**config.mk**
```make
export PLATFORM = sky130hd
export DESIGN_NAME = prog_instr_mem
export DESIGN_NICKNAME = d
export VERILOG_FILES = /design/src/rtl/prog_instr_mem_pkg.sv /design/src/rtl/prog_instr_mem_imem_array.sv /design/src/rtl/prog_instr_mem.sv
export SDC_FILE = /design/constraint.sdc
export NUM_CORES = 1
export LEC_CHECK = 0
export CORE_MARGIN = 4
export CORE_UTILIZATION = 32
export CTS_BUF_LIST = sky130_fd_sc_hd__clkbuf_16
export CTS_CLUSTER_SIZE = 30
export DETAILED_ROUTE_END_ITERATION = 12
export PLACE_DENSITY = 0.58
export SYNTH_ARGS = -nofsm -noshare
export SYNTH_HDL_FRONTEND = slang
export SYNTH_SLANG_ARGS = --single-unit
```
**constraint.sdc**
```tcl
create_clock -name clk -period 2.3 [get_ports clk]
set_input_delay 0.46 -clock clk [delete_from_list [all_inputs] [get_ports clk]]
set_output_delay 0.46 -clock clk [all_outputs]
set_load 0.01 [all_outputs]
```
**src/rtl/prog_instr_mem_pkg.sv**
```systemverilog
// Shared types and helpers for the program instruction memory.
// Optional feature macro: PROG_INSTR_MEM_PARITY_EN (per-word even parity).
package prog_instr_mem_pkg;

  typedef enum logic {
    LOAD = 1'b0,
    RUN  = 1'b1
  } state_e;

  // Widest instruction word the helpers below can cover.
  localparam int MAX_INSTR_W = 256;

  // HALT instruction: all-ones. Callers slice it down to their word width.
  localparam logic [MAX_INSTR_W-1:0] HALT_WORD = '1;

  // Even-parity bit: makes the total count of ones, parity bit included, even.
  function automatic logic even_par(input logic [MAX_INSTR_W-1:0] w);
    return ^w;
  endfunction

endpackage

```
**src/rtl/prog_instr_mem_imem_array.sv**
```systemverilog
// Word storage: synchronous write port and registered read port.
// Content is preset to INIT at power-up and is never touched by reset;
// only the read register is reset.
module imem_array #(
  parameter int             W      = 16,
  parameter int             DEPTH  = 32,
  parameter int             ADDR_W = 5,
  parameter logic [W-1:0]   INIT   = '1
) (
  input  logic              clk,
  input  logic              rst_n,
  input  logic              wr_en_i,
  input  logic [ADDR_W-1:0] wr_addr_i,
  input  logic [W-1:0]      wr_data_i,
  input  logic              rd_en_i,
  input  logic [ADDR_W-1:0] rd_addr_i,
  output logic [W-1:0]      rd_data_o
);

  logic [W-1:0] mem [DEPTH] = '{default: INIT};
  logic [W-1:0] rd_q;

  // Write port: one word per cycle.
  always_ff @(posedge clk) begin
    if (wr_en_i) mem[wr_addr_i] <= wr_data_i;
  end

  // Read register: only updates on an in-range read, otherwise holds.
  always_ff @(posedge clk) begin
    if (!rst_n)       rd_q <= '0;
    else if (rd_en_i) rd_q <= mem[rd_addr_i];
  end

  assign rd_data_o = rd_q;

endmodule

```
**src/rtl/prog_instr_mem.sv**
```systemverilog
// Program instruction memory: streams a program in (LOAD), then serves
// one-cycle-latency fetches (RUN) until reset.
// Optional feature macro: PROG_INSTR_MEM_PARITY_EN adds a stored even-parity
// bit per word and reports mismatches on fetch_err.
module prog_instr_mem
  import prog_instr_mem_pkg::*;
#(
  parameter int INSTR_W = 16,
  parameter int DEPTH   = 32,
  parameter int ADDR_W  = $clog2(DEPTH)
) (
  input  logic               clk,
  input  logic               rst_n,
  input  logic               prog_valid,
  input  logic [INSTR_W-1:0] prog_data,
  input  logic               prog_last,
  output logic               prog_ready,
  output logic               prog_done,
  input  logic               fetch_req,
  input  logic [ADDR_W-1:0]  fetch_addr,
  output logic               fetch_valid,
  output logic [INSTR_W-1:0] fetch_data,
  output logic               fetch_err,
  output logic               running
);

`ifdef PROG_INSTR_MEM_PARITY_EN
  localparam int PAR_W = 1;
  // Unwritten words must read back as HALT with consistent parity.
  localparam logic [INSTR_W:0] MEM_INIT =
    {((INSTR_W % 2) != 0), HALT_WORD[INSTR_W-1:0]};
`else
  localparam int PAR_W = 0;
  localparam logic [INSTR_W-1:0] MEM_INIT = HALT_WORD[INSTR_W-1:0];
`endif
  localparam int MEM_W = INSTR_W + PAR_W;

  state_e              state_q, state_d;
  logic [ADDR_W-1:0]   wp_q, wp_d;
  logic                done_q, fv_q, oor_q;
  logic                accept, last_acc, fire, oor, wr_en, rd_en, par_err;
  logic [MEM_W-1:0]    wr_word, rd_word;

  assign accept   = prog_ready & prog_valid;
  assign last_acc = accept & (prog_last | (wp_q == ADDR_W'(DEPTH - 1)));
  assign fire     = fetch_req & (state_q == RUN);
  assign oor      = {1'b0, fetch_addr} >= (ADDR_W + 1)'(DEPTH);
  // A word offered in the reset cycle must not land in memory.
  assign wr_en    = accept & rst_n;
  // Out-of-range reads never index the array; the HALT word is muxed instead.
  assign rd_en    = fire & ~oor;
  assign wp_d     = accept ? wp_q + ADDR_W'(1) : wp_q;

`ifdef PROG_INSTR_MEM_PARITY_EN
  assign wr_word = {even_par(MAX_INSTR_W'(prog_data)), prog_data};
  assign par_err = ^rd_word;
`else
  assign wr_word = prog_data;
  assign par_err = 1'b0;
`endif

  // FSM state register.
  always_ff @(posedge clk) begin
    if (!rst_n) state_q <= LOAD;
    else        state_q <= state_d;
  end

  // FSM next state: RUN is sticky until reset.
  always_comb begin
    state_d = state_q;
    if (state_q == LOAD && last_acc) state_d = RUN;
  end

  // FSM outputs.
  always_comb begin
    prog_ready = (state_q == LOAD);
    running    = (state_q == RUN);
  end

  // Load pointer, done pulse, fetch valid and range-error flag.
  always_ff @(posedge clk) begin
    if (!rst_n) begin
      wp_q   <= '0;
      done_q <= 1'b0;
      fv_q   <= 1'b0;
      oor_q  <= 1'b0;
    end else begin
      wp_q   <= wp_d;
      done_q <= last_acc;
      fv_q   <= fire;
      if (fire) oor_q <= oor;
    end
  end

  imem_array #(
    .W      (MEM_W),
    .DEPTH  (DEPTH),
    .ADDR_W (ADDR_W),
    .INIT   (MEM_INIT)
  ) u_arr (
    .clk       (clk),
    .rst_n     (rst_n),
    .wr_en_i   (wr_en),
    .wr_addr_i (wp_q),
    .wr_data_i (wr_word),
    .rd_en_i   (rd_en),
    .rd_addr_i (fetch_addr),
    .rd_data_o (rd_word)
  );

  assign prog_done   = done_q;
  assign fetch_valid = fv_q;
  // Both sources are registered, so data and error hold between fetches.
  assign fetch_data  = oor_q ? HALT_WORD[INSTR_W-1:0] : rd_word[INSTR_W-1:0];
  assign fetch_err   = oor_q | par_err;

endmodule

```
==> out/metrics.csv, run 1 <==
stage,metric,value,unit
final_layout,"Net count, final",1368,
drt,1st-pass router iterations,5,
sta,Worst Skew,0.0191,ns
pwr,PD cells,788,nW/µm²
drt,drt wl/cell,22.7,µm
worst_hold_path,min-delay worst type,in -> reg,
critical_path,CP Data Required Time,1.84,ns
pwr,PnR Total Power,0.0198,W
grt,first-pass GRT wire length,74600,µm
critical_path,r2r endpoint,u_arr.mem[25][13],
run,Max-Cap Viols,0,
synth,synthesis-stage register bit count,536,
drt,routed vias/inst,5.00,
clock_network,"Clk pin slew, worst setup/hold paths",0.06,ns
critical_path,crit-path max cell delay,0.62,ns
clock_network,clock root cell,clkbuf_16,
synth,syn_area_per_cell,17.6,µm²
clock_network,cts-stage hold buffer count,0,
placed_design,pre-CTS setup slack,-0.413,ns
sta,Max Fclk,0.456,GHz
synth,Syn. warnings,0,
sta,RSZ-0062 raised after global routing,false,
final_layout,fin cells,2236,
pwr,Max VDD drop,503,µV
critical_path,Critical Path Source Type,register,
clock_network,TritonCTS clock tree,done,
pwr,Reg power frac,54.4,%
synth,mux cell area share after synthesis,12.3,%
synth,post-synthesis compound-gate area fraction,6.99,%
worst_hold_path,worst hold path cell count,2,
pwr,combinational fraction of design power,5.8,%
clock_network,H-tree depth,2,
pwr,Leak Pwr,8.72,nW
sta,final worst-path cycle share,95.4,%
pwr,Clock Power Share,39.8,%
pwr,Switch Pwr,0.00429,W
placed_design,placed cell count,2136,
clock_network,TritonCTS Buffers,54,
critical_path,cells on worst reg2reg path,6,
synth,largest family of logic cells by synthesized area,multiplexers,
drt,First DRT Iteration DRCs,807,
grt,GRT Util Overall,14.2,%
pwr,Sw Share,21.6,%
critical_path,worst path buffer plus inverter count,1,
critical_path,r2r startpoint,running,
final_layout,filler instances,5853,
final_layout,ant diodes,0,
grt,vias in the first global route,11200,
final_layout,share of layout cells above drive strength 1,14.6,%
worst_hold_path,Hold EP,prog_done,
critical_path,Crit Path Class,reg -> out,
grt,grt total ovfl,0,
floorplanning,Die Wd,264,µm
sta,Final setup viols,0,
placed_design,PortBufs,45,
drt,final wirelength,50800,µm
placed_design,placed inst area,23600,µm²
worst_hold_path,hold path startpoint,prog_last,
floorplanning,core area,64600,µm²
sta,min Tclk post-route,2.19,ns
synth,Synth Cell Area,20900,µm²
outcome,status,"complete, no violations",
synth,Synth Area in Adders,0.299,%
sta,TNS Setup,0,ns
floorplanning,die area,69400,µm²
pwr,cell-internal power,0.0155,W
synth,area share of xor/xnor cells in the synthesized design,0.126,%
synth,Post-Syn Instances,1188,
critical_path,Worst setup EP type,primary output,
sta,Final Hold Fails,0,
drt,final antenna-violating net count,0,
placed_design,Final Wtd Congestion,0.786,
synth,Synth Area in Simple Gates,2.08,%
synth,sequential area share after synthesis,75.9,%
synth,Cell variety after synth,32,
critical_path,cells along the critical path,clkdlybuf4s50_1,
critical_path,flop-to-flop setup slack,0.54,ns
grt,largest net degree at the start of global routing,36,
critical_path,Critical-path top delay cell,clkdlybuf4s50_1,
critical_path,Worst EP arrival,1.73,ns
floorplanning,Std-Cell Rows,93,
final_layout,Final Cell Area,25100,µm²
sta,final worst slack,0.107,ns
critical_path,CP top delay family,buffers and inverters,
placed_design,Final HPWL DP,31700,µm
critical_path,crit path from,u_arr.rd_data_o[13],
clock_network,clock latency on the worst-skew pair,0.59,ns
drt,# DRC,0,
final_layout,area grow syn2layout,20.3,%
clock_network,clk buf depth,3,
clock_network,clock sink total,536,
floorplanning,I/O pins,47,
grt,initial antenna violation count,4,
drt,DR vias,11200,
sta,"Slew Viols, Final",0,
floorplanning,DIE HEIGHT,264,µm
synth,syn_nets,1219,
floorplanning,Initial Utilization,32.4,%
critical_path,"Max FO, Critical Path",2,
power groups by stage:
| stage | Sequential [W] | Combinational (W) | Clock [W] |
|---|---|---|---|
| 6_report | 0.0108 | 0.00114 | 0.00789 |
| 5_1_grt | 0.0108 | 0.00122 | 0.00846 |
| 4_1_cts | 0.0108 | 0.00116 | 0.00807 |
| 3_5_place_dp | 0.0110 | 0.00115 | 0 |
| 3_3_place_gp | 0.0110 | 0.00114 | 0 |
| 2_1_floorplan | 0.0110 | 0.000560 | 0 |
cell families after synthesis:
| logic type | Yosys count |
|---|---|
| XOR/XNOR | 3 |
| buffers and inverters | 77 |
| AO/OA/AOI/OAI | 227 |
| multiplexers | 257 |
| flip-flops | 536 |
| AND/OR/NAND/NOR | 82 |
| adder cells (fa/ha/maj) | 5 |
| other | 1 |
synth_stat cells, drive strengths merged:
master / number / area [µm²]
or3: 1 / 6.26
nand3: 1 / 5.00
ha: 5 / 62.6
o21a: 1 / 7.51
a21o: 1 / 7.51
nand4: 1 / 6.26
edfxtp: 512 / 15400
clkbuf: 37 / 143
mux2i: 257 / 2570
or2: 1 / 6.26
xnor2: 3 / 26.3
or3b: 2 / 17.5
and2: 6 / 37.5
dfxtp: 24 / 480
nand2: 7 / 26.3
buf: 37 / 324
a21oi: 81 / 405
and3: 2 / 12.5
inv: 3 / 11.3
conb: 1 / 3.75
nand3b: 3 / 22.5
nor2: 35 / 131
nor2b: 5 / 31.3
o21ai: 16 / 80.1
or4: 16 / 120
a22oi: 128 / 961
nand2b: 2 / 12.5
sequential cells by signal (all words and copies together), names as in the netlist:
register         count
u_arr.rd_data_o     16
running              1
fetch_valid          1
wp_q                 5
u_arr.mem          512
prog_done            1
cell type report:
class                   instances  area (µm²)  area share, %
flip-flops and latches        536       15900           63.1
repair buffers                167        2030           8.09
clock buffers                  55        1380           5.47
clock inverters                45         210          0.836
inverters                       3        11.3         0.0448
multi-input cells             575        4590           18.2
well taps                     855        1070           4.25
worst max-delay path by stage:
stage	cells past startpoint	slack [ns]	to
detailed placement	8	-0.41	u_arr.rd_data_o[8]
CTS	1	0.04	fetch_data[5]
global route	1	0.07	fetch_data[13]
finish	1	0.11	fetch_data[13]
global placement	8	-0.40	u_arr.rd_data_o[8]
floorplan	5	-0.02	u_arr.mem[15][0]
layout by cell type, fill, tap and decap left out, types with 2 or more instances in the layout:
cell             netlist  layout
clkdlybuf4s50_1        0      44
and3_1                 2       2
a22oi_1              128     128
inv_1                  3      19
o21ai_0               16      16
dfxtp_1               24      22
inv_6                  0       2
nor2b_1                5       3
clkbuf_16              0      55
nor2b_4                0       2
a21oi_1               81      81
clkinv_1               0      14
edfxtp_1             512     512
nand2b_1               2       2
nand3b_1               3       3
clkinvlp_4             0       2
nor2_1                35      34
buf_4                 12      69
clkinv_2               0       9
or3b_2                 2       2
and2_1                 6       5
buf_12                 1      53
nand2_1                7       7
xnor2_1                3       3
or4_1                 16      16
dfxtp_2                0       2
mux2i_1              257     257
ha_1                   5       5
metal layers:
| metal | GRT usage (%) | vias to the layer above | routed length, µm |
|---|---|---|---|
| li1 | - | 5049 | - |
| met1 | 20.2 | 5727 | 22900 |
| met2 | 22.5 | 326 | 23400 |
| met3 | 2.62 | 80 | 3240 |
| met4 | 3.99 | 4 | 1190 |
| met5 | 0 | - | 21 |
what timing repair did:
item / in CTS / in global routing
resized for setup: 0 / 2
setup buffers: 0 / 0
endpoints found under the setup margin: 0 / 2
through the flow:
| step | hold WS (ns) | utilization (%) |
|---|---|---|
| after floorplan | 0.549 | - |
| after global placement | 0.536 | 36.5 |
| after detailed placement | 0.553 | 36.5 |
| after CTS | 0.475 | 38.9 |
| after global routing | 0.489 | 38.9 |
| final | 0.509 | 38.9 |
Note: power is estimated with default switching activity, not from simulation.
==> run 2, diff against run 1 <==
--- a/config.mk
+++ b/config.mk
@@ -11,6 +11,7 @@
 export CTS_CLUSTER_SIZE = 30
 export DETAILED_ROUTE_END_ITERATION = 12
 export PLACE_DENSITY = 0.58
+export SETUP_SLACK_MARGIN = 0.5
 export SYNTH_ARGS = -nofsm -noshare
 export SYNTH_HDL_FRONTEND = slang
 export SYNTH_SLANG_ARGS = --single-unit
==> out/metrics.csv, run 2 (same netlist as run 1, synthesis figures left out) <==
stage,metric,value,unit,change
final_layout,Post-Route Utilization,39.9,%,+0.98 points
critical_path,CP most frequent cell,a21oi_1,,
clock_network,H-tree depth,2,,unchanged
sta,Max Fclk,0.549,GHz,+20%
critical_path,Critical Path Source Type,primary input,,
critical_path,Crit Path Class,in -> reg,,
pwr,Leak Pwr,9.05,nW,+3.8%
final_layout,largest reg by FF count,u_arr.mem,,
worst_hold_path,hold path startpoint,running,,
run,Max-Cap Viols,0,,unchanged
sta,Final setup viols,0,,unchanged
sta,final worst slack,0.479,ns,+0.373 ns
sta,"Slew Viols, Final",0,,unchanged
critical_path,r2r startpoint,wp_q[4],,
grt,largest net degree at the start of global routing,35,,-2.8%
drt,final antenna-violating net count,0,,unchanged
grt,initial antenna violation count,11,,+7
floorplanning,Initial Utilization,32.4,%,unchanged
grt,first-pass GRT wire length,77500,µm,+3.9%
final_layout,share of layout cells above drive strength 1,21.2,%,+6.6 points
final_layout,filler instances,5853,,unchanged
critical_path,Worst EP arrival,2.34,ns,+0.61 ns
pwr,Max VDD drop,527,µV,+4.8%
clock_network,clk buf depth,3,,unchanged
placed_design,PortBufs,45,,unchanged
clock_network,cts-stage hold buffer count,0,,unchanged
sta,RSZ-0062 raised after global routing,true,,
critical_path,flop-to-flop setup slack,0.59,ns,+0.05 ns
pwr,PD cells,798,nW/µm²,+1.2%
clock_network,clock root cell,clkbuf_16,,
sta,worst hold slack,0.486,ns,-0.0230 ns
clock_network,TritonCTS clock tree,done,,
floorplanning,I/O pins,47,,unchanged
clock_network,clock latency on the worst-skew pair,0.60,ns,about the same
critical_path,Critical-path top delay cell,or4_1,,
drt,final wirelength,53700,µm,+5.8%
critical_path,CP Data Required Time,2.82,ns,+0.98 ns
drt,routed vias/inst,5.05,,+0.87%
grt,vias in the first global route,11400,,+1.1%
sta,min Tclk post-route,1.82,ns,-0.373 ns
final_layout,area grow syn2layout,23.4,%,
floorplanning,die area,69400,µm²,unchanged
drt,1st-pass router iterations,4,,-1
grt,GRT Util Overall,14.9,%,+0.68 points
grt,grt total ovfl,0,,unchanged
floorplanning,Std-Cell Rows,93,,unchanged
critical_path,worst path buffer plus inverter count,3,,+2
critical_path,cells along the critical path,clkdlybuf4s15_2 -> buf_4 -> nor2_4 -> buf_12 -> a22oi_1 -> a21oi_1 -> or4_1 -> a21oi_1,,
final_layout,Final Cell Area,25800,µm²,+2.5%
final_layout,"Net count, final",1393,,+1.8%
floorplanning,core area,64600,µm²,unchanged
sta,Worst Skew,0.0109,ns,-0.00819 ns
worst_hold_path,min-delay worst type,reg -> reg,,
critical_path,Worst setup EP type,register,,
drt,# DRC,0,,unchanged
placed_design,pre-CTS setup slack,-0.529,ns,-0.116 ns
drt,First DRT Iteration DRCs,1042,,+29%
placed_design,placed inst area,23900,µm²,+1.5%
final_layout,most frequent cells in the layout,"512 x edfxtp_1, 257 x mux2i_1, 121 x a22oi_1",,
clock_network,TritonCTS Buffers,56,,+3.7%
outcome,status,"complete, no violations",,
sta,Slew headroom,58.6,%,
drt,drt wl/cell,23.7,µm,+4.5%
placed_design,Final Wtd Congestion,0.805,,+2.5%
placed_design,Final HPWL DP,32800,µm,+3.4%
sta,TNS Setup,0,ns,unchanged
clock_network,clock sink total,536,,unchanged
final_layout,Largest register FFs,512,,unchanged
critical_path,crit path from,fetch_addr[2],,
critical_path,CP top delay family,compound AO/OA/AOI/OAI gates,,
clock_network,"Clk pin slew, worst setup/hold paths",0.06,ns,about the same
critical_path,"Max FO, Critical Path",30,,+28
sta,final worst-path cycle share,79.2,%,-16 points
floorplanning,DIE HEIGHT,264,µm,unchanged
sta,measured slew at the worst slew-check pin,0.621,ns,
sta,Final Hold Fails,0,,unchanged
critical_path,crit-path max cell delay,0.56,ns,-0.06 ns
drt,DR vias,11400,,+2.1%
final_layout,"most common cell after layout, fill and taps aside",edfxtp_1,,
floorplanning,Die Wd,264,µm,unchanged
[run 2: path summary, 6_finish.rpt]
kind / to / depth (start not counted)
hold reg to reg: running / 1
setup / recovery: u_arr.rd_data_o[3] / 8
setup reg to reg: u_arr.mem[18][7] / 3
hold / removal: running / 1
[run 2: metrics by stage]
stage / power (W) / cells
after global routing: 0.0212 / 2261
after floorplan: 0.0115 / 1188
after CTS: 0.0207 / 2260
final: 0.0206 / 2263
after detailed placement: 0.0122 / 2157
after global placement: 0.0122 / 2157
[run 2: area by class of cell]
cell class	count	area (µm²)	share of cell area (%)
multi-input cells	575	4780	18.5
well taps	855	1070	4.15
flip-flops and latches	536	15900	61.6
inverters	3	11.3	0.0437
repair buffers	190	2300	8.93
clock buffers	57	1430	5.53
diodes	2	5.00	0.0194
clock inverters	45	310	1.20
[run 2: timing repair]
item / in CTS / in global routing
setup buffers: 1 / 0
setup endpoints to repair: 84 / 127
pin swaps: 0 / 0
cloned: 0 / 1
gates resized for setup: 50 / 15
[run 2: power by group]
| group | switching (W) | internal, W | leakage, nW |
|---|---|---|---|
| clock | 0.00363 | 0.00492 | 0.904 |
| sequential | 0.0000438 | 0.0107 | 4.81 |
| combinational | 0.000733 | 0.000503 | 3.34 |
| total | 0.00441 | 0.0162 | 9.05 |
[run 2: per-layer routing]
metal	routed length, µm	track usage, %	share of wire, %
met4	1140	3.67	2.1
met3	3530	3.04	6.6
met2	24800	23.9	46
met5	55	0	0.10
met1	24200	20.9	45
==> run 3, diff against run 2 <==
==> constraint.sdc (replaced) <==
create_clock -name clk -period 1.6 [get_ports clk]
set_input_delay 0.32 -clock clk [delete_from_list [all_inputs] [get_ports clk]]
set_output_delay 0.32 -clock clk [all_outputs]
set_load 0.01 [all_outputs]
==> out/metrics.csv, run 3 (same netlist as run 1, synthesis figures left out) <==
stage,metric,value,unit,change
drt,Metal-1 WL,25000,µm,+3.5%
drt,Top Metal Used,met5,,
clock_network,clock sink total,536,,unchanged
final_layout,"most common cell after layout, fill and taps aside",edfxtp_1,,
drt,1st-pass router iterations,5,,+1
sta,"Slew Viols, Final",0,,unchanged
grt,first-pass GRT wire length,81700,µm,+5.4%
drt,# DRC,0,,unchanged
floorplanning,die area,69400,µm²,unchanged
floorplanning,Std-Cell Rows,93,,unchanged
floorplanning,Die Wd,264,µm,unchanged
clock_network,cts-stage hold buffer count,0,,unchanged
critical_path,cells on worst reg2reg path,6,,+3
drt,WL met3,5260,µm,+49%
worst_hold_path,worst hold path cell count,2,,+1
grt,initial antenna violation count,2,,-9
floorplanning,DIE HEIGHT,264,µm,unchanged
sta,final worst slack,-0.000428,ns,-0.480 ns
critical_path,Worst setup EP type,register,,
worst_hold_path,min-delay worst type,in -> reg,,
critical_path,flop-to-flop setup slack,-0.0004,ns,-0.59 ns
critical_path,Crit Path Class,reg -> reg,,
floorplanning,Initial Utilization,32.4,%,unchanged
drt,final antenna-violating net count,0,,unchanged
worst_hold_path,Hold EP,prog_done,,
final_layout,Largest register FFs,512,,unchanged
clock_network,"Clk pin slew, worst setup/hold paths",0.06,ns,about the same
pwr,PD cells,1100,nW/µm²,+38%
sta,Final setup viols,1,,+1
sta,min Tclk post-route,1.60,ns,
clock_network,TritonCTS Buffers,54,,-3.6%
final_layout,area grow syn2layout,30.2,%,
placed_design,PortBufs,45,,unchanged
placed_design,placed inst area,23900,µm²,-0.17%
clock_network,clock latency on the worst-skew pair,0.60,ns,about the same
sta,Max Fclk,0.625,GHz,
worst_hold_path,hold path startpoint,prog_last,,
grt,grt total ovfl,0,,unchanged
sta,measured slew at the worst slew-check pin,0.579,ns,-0.0421 ns
clock_network,clk buf depth,3,,unchanged
sta,RSZ-0062 raised after global routing,true,,
final_layout,largest reg by FF count,u_arr.mem,,
drt,WL met2,27100,µm,+9.5%
final_layout,share of layout cells above drive strength 1,32.8,%,+12 points
critical_path,Critical-path top delay cell,dfxtp_2,,
sta,Worst Skew,0.0170,ns,+0.00613 ns
final_layout,Final Cell Area,27200,µm²,+5.6%
placed_design,Final Wtd Congestion,0.793,,-1.6%
drt,drt wl/cell,25.7,µm,+8.4%
sta,final worst-path cycle share,100,%,
critical_path,CP Data Required Time,1.91,ns,-0.91 ns
critical_path,r2r startpoint,running,,
critical_path,cells along the critical path,nor2b_2 -> and2_4 -> nand2_1 -> buf_12 -> nor2_4 -> clkbuf_16,,
pwr,PnR Total Power,0.0300,W,+46%
drt,routed vias/inst,5.10,,+1.1%
critical_path,crit-path max cell delay,0.33,ns,-0.23 ns
pwr,Max VDD drop,745,µV,+41%
floorplanning,I/O pins,47,,unchanged
critical_path,"Max FO, Critical Path",8,,-73%
grt,vias in the first global route,11700,,+2.7%
sta,Slew headroom,61.3,%,+2.7 points
placed_design,Final HPWL DP,33100,µm,+1.1%
floorplanning,core area,64600,µm²,unchanged
clock_network,clock root cell,clkbuf_16,,
critical_path,Critical Path Source Type,register,,
critical_path,Worst EP arrival,1.91,ns,-0.43 ns
grt,largest net degree at the start of global routing,42,,+20%
clock_network,TritonCTS clock tree,done,,
final_layout,Post-Route Utilization,42.1,%,+2.2 points
outcome,status,"finished, violations left",,
final_layout,"Net count, final",1430,,+2.7%
drt,final wirelength,59100,µm,+10%
sta,TNS Setup,-0.000428,ns,-0.000428 ns
final_layout,most frequent cells in the layout,"512 x edfxtp_1, 256 x mux2i_1, 90 x buf_4",,
run,Max-Cap Viols,0,,unchanged
clock_network,H-tree depth,2,,unchanged
pwr,Leak Pwr,9.39,nW,+3.8%
outcome,failing checks,negative setup slack,,
drt,First DRT Iteration DRCs,1089,,+4.5%
grt,GRT Util Overall,16.0,%,+1.0 points
sta,Final Hold Fails,0,,unchanged
placed_design,pre-CTS setup slack,-1.53,ns,-1.00 ns
drt,DR vias,11700,,+2.7%
critical_path,r2r endpoint,u_arr.mem[30][7],,
final_layout,ant diodes,0,,-2
-- run 3: cell types whose count changed in the layout (fill, tap and decap cells not counted), moves of 11 or more --
cell           previous run  this run
buf_6                     0        25
dfxtp_4                   1        12
nor2_4                    8        19
a22oi_2                   7        64
or4_4                     0        11
nor2_2                   25        14
a22oi_1                 121        64
or4_1                    16         5
a21oi_2                   8        45
a21oi_1                  73        30
dlygate4sd2_1            19         0
-- run 3: how the worst max path moves through the flow --
stage	from	cells after the start	endpoint
final	running	6	u_arr.mem[30][7]
after detailed placement	fetch_addr[1]	7	u_arr.rd_data_o[8]
after CTS	u_arr.mem[16][9]	6	u_arr.rd_data_o[9]
after global placement	fetch_addr[1]	7	u_arr.rd_data_o[8]
after global routing	running	6	u_arr.mem[10][8]
after floorplan	running	5	u_arr.mem[4][0]
-- run 3: stage by stage --
stage,std cells,hold slack (ns)
6_report,2299,0.351
5_1_grt,2299,0.344
4_1_cts,2279,0.315
3_5_place_dp,2151,0.557
3_3_place_gp,2151,0.544
2_1_floorplan,1188,0.419
-- run 3: final cells by class --
type	count	area, µm²
clock buffer	57	1430
clock inverter	44	308
fill	5668	37400
inverter	3	11.3
multi-input combinational	576	5420
sequential	536	15900
tap	855	1070
timing repair buffer	228	3070
-- run 3: worst max-delay path: cells and delay by family, from the launching register on --
family	cells	cell delay, ns
DFF	1	0.33
buffers and inverters	2	0.38
and+or+nand+nor	4	0.60
-- run 3: what timing repair did --
item                                    in CTS  in global routing
endpoints found under the setup margin     553                554
resized for setup                          255                 76
pin swaps                                   59                 69
hold endpoints to repair                     0                  0
setup buffers                               22                  9
gates cloned                                 5                 11
-- run 3: layer usage --
layer | global-route usage, % | vias to the layer above
li1 | - | 5182
met1 | 21.8 | 5989
met2 | 24.9 | 451
met3 | 4.59 | 105
met4 | 4.81 | 4
met5 | 0 | -
-- run 3: power by group --
group          total [W]  internal (W)  switching, W
sequential        0.0155        0.0154     0.0000724
combinational    0.00217      0.000947       0.00122
clock             0.0123       0.00717       0.00514
total             0.0300        0.0235       0.00644
